[src/rtl/multicycle_controller.sv]
// multicycle_controller: Moore FSM and ALU decoder for the multicycle MIPS datapath; `MULTICYCLE_JUMP_EN enables the j instruction (JEX state)
module multicycle_controller (
  input  logic       clk,
  input  logic       reset,
  input  logic [5:0] op,
  input  logic [5:0] funct,
  input  logic       zero,
  output logic       pcen,
  output logic       irwrite,
  output logic       memwrite,
  output logic       regwrite,
  output logic       iord,
  output logic       memtoreg,
  output logic       regdst,
  output logic       alusrca,
  output logic [1:0] alusrcb,
  output logic [1:0] pcsrc,
  output logic [2:0] alucontrol,
  output logic [3:0] state
);
  localparam logic [3:0] FETCH   = 4'd0;
  localparam logic [3:0] DECODE  = 4'd1;
  localparam logic [3:0] MEMADR  = 4'd2;
  localparam logic [3:0] MEMRD   = 4'd3;
  localparam logic [3:0] MEMWB   = 4'd4;
  localparam logic [3:0] MEMWR   = 4'd5;
  localparam logic [3:0] RTYPEEX = 4'd6;
  localparam logic [3:0] RTYPEWB = 4'd7;
  localparam logic [3:0] BEQEX   = 4'd8;
  localparam logic [3:0] ADDIEX  = 4'd9;
  localparam logic [3:0] ADDIWB  = 4'd10;
`ifdef MULTICYCLE_JUMP_EN
  localparam logic [3:0] JEX     = 4'd11;
  localparam logic [5:0] OP_J    = 6'b000010;
`endif
  localparam logic [5:0] OP_LW   = 6'b100011;
  localparam logic [5:0] OP_SW   = 6'b101011;
  localparam logic [5:0] OP_R    = 6'b000000;
  localparam logic [5:0] OP_BEQ  = 6'b000100;
  localparam logic [5:0] OP_ADDI = 6'b001000;

  logic [3:0] r_state;
  logic [3:0] w_next;
  logic       w_pcwrite;
  logic       w_branch;
  logic [1:0] w_aluop;
  logic [2:0] w_funct_ctl;

  // state register; reset restarts at FETCH immediately
  always_ff @(posedge clk or posedge reset)
    if (reset) r_state <= FETCH;
    else       r_state <= w_next;

  // next-state logic; illegal encodings and unsupported opcodes fall back to FETCH
  always_comb begin
    w_next = FETCH;
    case (r_state)
      FETCH:   w_next = DECODE;
      DECODE: begin
        w_next = (op == OP_LW || op == OP_SW) ? MEMADR :
                 (op == OP_R)                 ? RTYPEEX :
                 (op == OP_BEQ)               ? BEQEX :
                 (op == OP_ADDI)              ? ADDIEX : FETCH;
`ifdef MULTICYCLE_JUMP_EN
        if (op == OP_J) w_next = JEX;
`endif
      end
      MEMADR:  w_next = (op == OP_SW) ? MEMWR : MEMRD;
      MEMRD:   w_next = MEMWB;
      RTYPEEX: w_next = RTYPEWB;
      ADDIEX:  w_next = ADDIWB;
      default: w_next = FETCH;
    endcase
  end

  // Moore output decode of the current state
  always_comb begin
    irwrite   = 1'b0;
    memwrite  = 1'b0;
    regwrite  = 1'b0;
    iord      = 1'b0;
    memtoreg  = 1'b0;
    regdst    = 1'b0;
    alusrca   = 1'b0;
    alusrcb   = 2'b00;
    pcsrc     = 2'b00;
    w_pcwrite = 1'b0;
    w_branch  = 1'b0;
    w_aluop   = 2'b00;
    case (r_state)
      FETCH: begin
        irwrite   = 1'b1;
        w_pcwrite = 1'b1;
        alusrcb   = 2'b01;
      end
      DECODE:  alusrcb = 2'b11;
      MEMADR, ADDIEX: begin
        alusrca = 1'b1;
        alusrcb = 2'b10;
      end
      MEMRD:   iord = 1'b1;
      MEMWB: begin
        memtoreg = 1'b1;
        regwrite = 1'b1;
      end
      MEMWR: begin
        iord     = 1'b1;
        memwrite = 1'b1;
      end
      RTYPEEX: begin
        alusrca = 1'b1;
        w_aluop = 2'b10;
      end
      RTYPEWB: begin
        regdst   = 1'b1;
        regwrite = 1'b1;
      end
      BEQEX: begin
        alusrca  = 1'b1;
        w_aluop  = 2'b01;
        pcsrc    = 2'b01;
        w_branch = 1'b1;
      end
      ADDIWB:  regwrite = 1'b1;
`ifdef MULTICYCLE_JUMP_EN
      JEX: begin
        pcsrc     = 2'b10;
        w_pcwrite = 1'b1;
      end
`endif
      default: ;
    endcase
  end

  // ALU decoder: fixed add/sub for address and branch work, funct-driven for R-type
  always_comb begin
    w_funct_ctl = (funct == 6'b100010) ? 3'b110 :
                  (funct == 6'b100100) ? 3'b000 :
                  (funct == 6'b100101) ? 3'b001 :
                  (funct == 6'b101010) ? 3'b111 : 3'b010;
    alucontrol  = (w_aluop == 2'b00) ? 3'b010 :
                  (w_aluop == 2'b01) ? 3'b110 : w_funct_ctl;
  end

  assign pcen  = w_pcwrite | (w_branch & zero);
  assign state = r_state;
endmodule
[config.mk]
export PLATFORM = sky130hd
export DESIGN_NAME = multicycle_controller
export DESIGN_NICKNAME = d
export VERILOG_FILES = /design/src/rtl/multicycle_controller.sv
export SDC_FILE = /design/constraint.sdc
export NUM_CORES = 1
export LEC_CHECK = 0
export BUFFER_PORTS_ARGS = -buffer_cell sky130_fd_sc_hd__clkbuf_2
export CORE_AREA = 4 4 41 43
export CTS_CLUSTER_SIZE = 25
export DETAILED_ROUTE_END_ITERATION = 16
export DIE_AREA = 0 0 45 47
export PLACE_DENSITY = 0.72
export SLEW_MARGIN = 20
export SYNTH_ARGS = -nofsm -noshare
export SYNTH_HDL_FRONTEND = slang
export SYNTH_SLANG_ARGS = --single-unit
[constraint.sdc]
create_clock -name clk -period 1.3 [get_ports clk]
set_input_delay 0.13 -clock clk [delete_from_list [all_inputs] [get_ports clk]]
set_output_delay 0.13 -clock clk [all_outputs]
set_load 0.02 [all_outputs]
==> metrics.txt <==
startpoint of the worst setup timing path=state[2]; half-perimeter wire length after placement=approximately 1200 um; die extent in x=45 um; number of global-route vias before repair=between 600 and 700; clock root buffer=clkbuf_4; finished layout cell area=between 1000 and 1500 um^2; Vert. Die Dim=47 um; commonest cells after routing, fill and taps aside=20 x buf_4, 18 x clkbuf_2, 8 x buf_6, 4 x nor3_1, 4 x dfrtp_2; H-tree depth=1; final-layout setup total negative slack=-2.00 ns; number of synthesized flops with an enable pin=0; crit path time final=1.53 ns; Via Count=around 660; clock latency on the worst-skew pair=around 0.24 ns; highest attainable clock frequency=around 650 MHz; largest driver fanout on the critical path=5; pre-CTS setup slack=0.00692 ns; mapped cell area=a little under 500 um^2; synthesized netlist cell count=roughly 60; sum of routed wire length over all layers=2030 um; switching power=just over 0.0007 W; startpoint of the most critical hold path=op[4]; maximum vdd ir drop=just under 900 uV; post-detailed-route via-to-cell ratio=5.27; antenna diode instance count=0; total routing resource utilization after global routing=18.4%; share of post-route cells with drive strength above 1=72.1%; setup repair after global routing missed its margin=yes; GRT Residual Overflow=0; Warnings, synthesis=0; path class of the lowest-slack min-delay path=primary input to register; max reg flops=4; number of port buffers=32; GPL Wtd Cong=roughly 0.84; clock edge transition at the registers on the reported setup and hold paths=approximately 0.04 ns; TritonCTS clock tree=done; Finished Layout Cells=roughly 130; portion of the post-synthesis area used by sequential elements=20.8%; Tcrit/Tclk final=118%; area overhead of the layout relative to synthesis=109%; initial cell density of the core=a little under two fifths; cell-internal power=around 0.00088 W; post-synth top area cell=dfrtp_1; category of the most critical setup path=register to primary output; placed cell areas=between 700 and 800 um^2; Switching Fraction=approximately 45%; violation count after the first detailed-routing iteration=18; clock skew=around 0.0018 ns; run status=finished, violations left; combinational group share of total power=about three quarters; crit path setup slack, layout=-0.235 ns; Reg-to-Reg Start=state[1]; most used flip-flop cell after synthesis=dfrtp_1; share of the synthesized area in the top cell type=approximately a fifth; final count of negative-setup-slack endpoints=15; syn avg cell area=between 8 and 9 um^2; placed cell count=around 110; Seq cells post-synth=4; post-synth cell types=35; buffer levels on the longest clock path=2; total count of hold-check failures in the final report=0; Top-Level Pins=34; first-pass detailed-route iteration total=4; first-pass GRT wire length=between 2000 and 3000 um; Worst EP required=between 1 and 1.5 ns; TritonCTS Buffers=3; Crit path arrival time=1.40 ns; pin count of the biggest net entering global routing=9; post-DR wirelength/cell=between 15 and 20 um; violations in the final reports=setup timing; number of fillers in the final layout=100; clock network fraction of total power=11.1%; drt drc=0; max capacitance violation total=0; cells taking the most area after synthesis=dfrtp_1 21%, buf_4 7.8%, nor3_1 6.2%; cell area power density=1600 nW/um^2; number of max-slew violations in the final report=0; synthesized net count=74; type of origin of the critical path=register; number of rows in the core area=13; commonest non-fill, non-tap cell in the layout=buf_4; antenna violations before repair=0; Placeable Area=around 1300 um^2; share of synthesized flip-flops with an asynchronous set or reset=100%; element type at the critical path end=primary output; die area=around 2100 um^2; Pleak=0.485 nW; count of nets left with antenna violations after detail routing=0; net count of the finished layout=around 130; clock sink count=4; Sequential Power Share=13.3%
==> cell usage after synthesis, types with 2 or more instances <==
cell,number
a21o_1,2
a21oi_1,2
buf_4,5
dfrtp_1,4
inv_1,3
nand2_1,2
nand2b_1,2
nand4_1,2
nor2_1,4
nor3_1,6
nor3_2,2
nor3b_1,2
==> layout make-up <==
type	count	area (um^2)	share of cell area [%]
timing repair buffer	54	432	43.0
tap	15	18.8	1.87
sequential	4	105	10.5
inverter	4	15.0	1.49
multi-input combinational	45	408	40.6
clock buffer	4	26.3	2.62
==> critical path, stage by stage, from the launching register on <==
cell and delay, ns:
dfrtp_2 0.45, nand2b_4 0.18, nor3_4 0.23, a21o_1 0.16
clkbuf_8 0.14
==> repair_timing <==
item	CTS	global route
hold endpoints to repair	4	0
setup endpoints to repair	14	15
resized for setup	23	30
setup buffers	7	3
pin swaps	6	11
hold buffers	1	0
==> routing by layer <==
metal / global-route usage, % / part of all wire (%)
met5: 0 / 0
met4: 13.5 / 1.7
met3: 2.68 / 5.7
met2: 32.2 / 55
met1: 20.2 / 37
==> cell families after synthesis <==
logic type | after synthesis | synth area share [%]
flip-flops | 4 | 20.8
XOR/XNOR | 2 | 3.64
AND/OR/NAND/NOR | 27 | 37.1
buffers and inverters | 10 | 11.9
multiplexers | 1 | 2.08
other | 1 | 0.778
AO/OA/AOI/OAI | 14 | 23.6
==> path summary, 6_finish.rpt <==
| check | end | cells after the start | slack, ns |
|---|---|---|---|
| max | pcen | 4 | -0.23 |
| min | state[3] | 4 | 0.21 |
| max reg2reg | state[0] | 6 | 0 |
| min reg2reg | state[3] | 2 | 0.76 |
| max in group asynchronous | state[1] | 3 | 0.81 |
| min in group asynchronous | state[0] | 3 | 0.31 |
==> per-stage QoR <==
step                      util, %  total power [W]  hold WS, ns
final                        77.2          0.00161        0.214
after global routing         77.2          0.00170        0.271
after CTS                    70.7          0.00148        0.208
after detailed placement     56.6          0.00107      0.00676
after global placement       56.6          0.00106      0.00116
after floorplan                 -         0.000783       -0.104
==> power groups by stage <==
stage	combinational, W	sequential (W)	clock, W
final	0.00122	0.000214	0.000178
after global routing	0.00129	0.000224	0.000191
after CTS	0.00109	0.000199	0.000184
after detailed placement	0.000872	0.000201	0
after global placement	0.000868	0.000197	0
after floorplan	0.000567	0.000217	0
(Power assumes the default switching activity.)
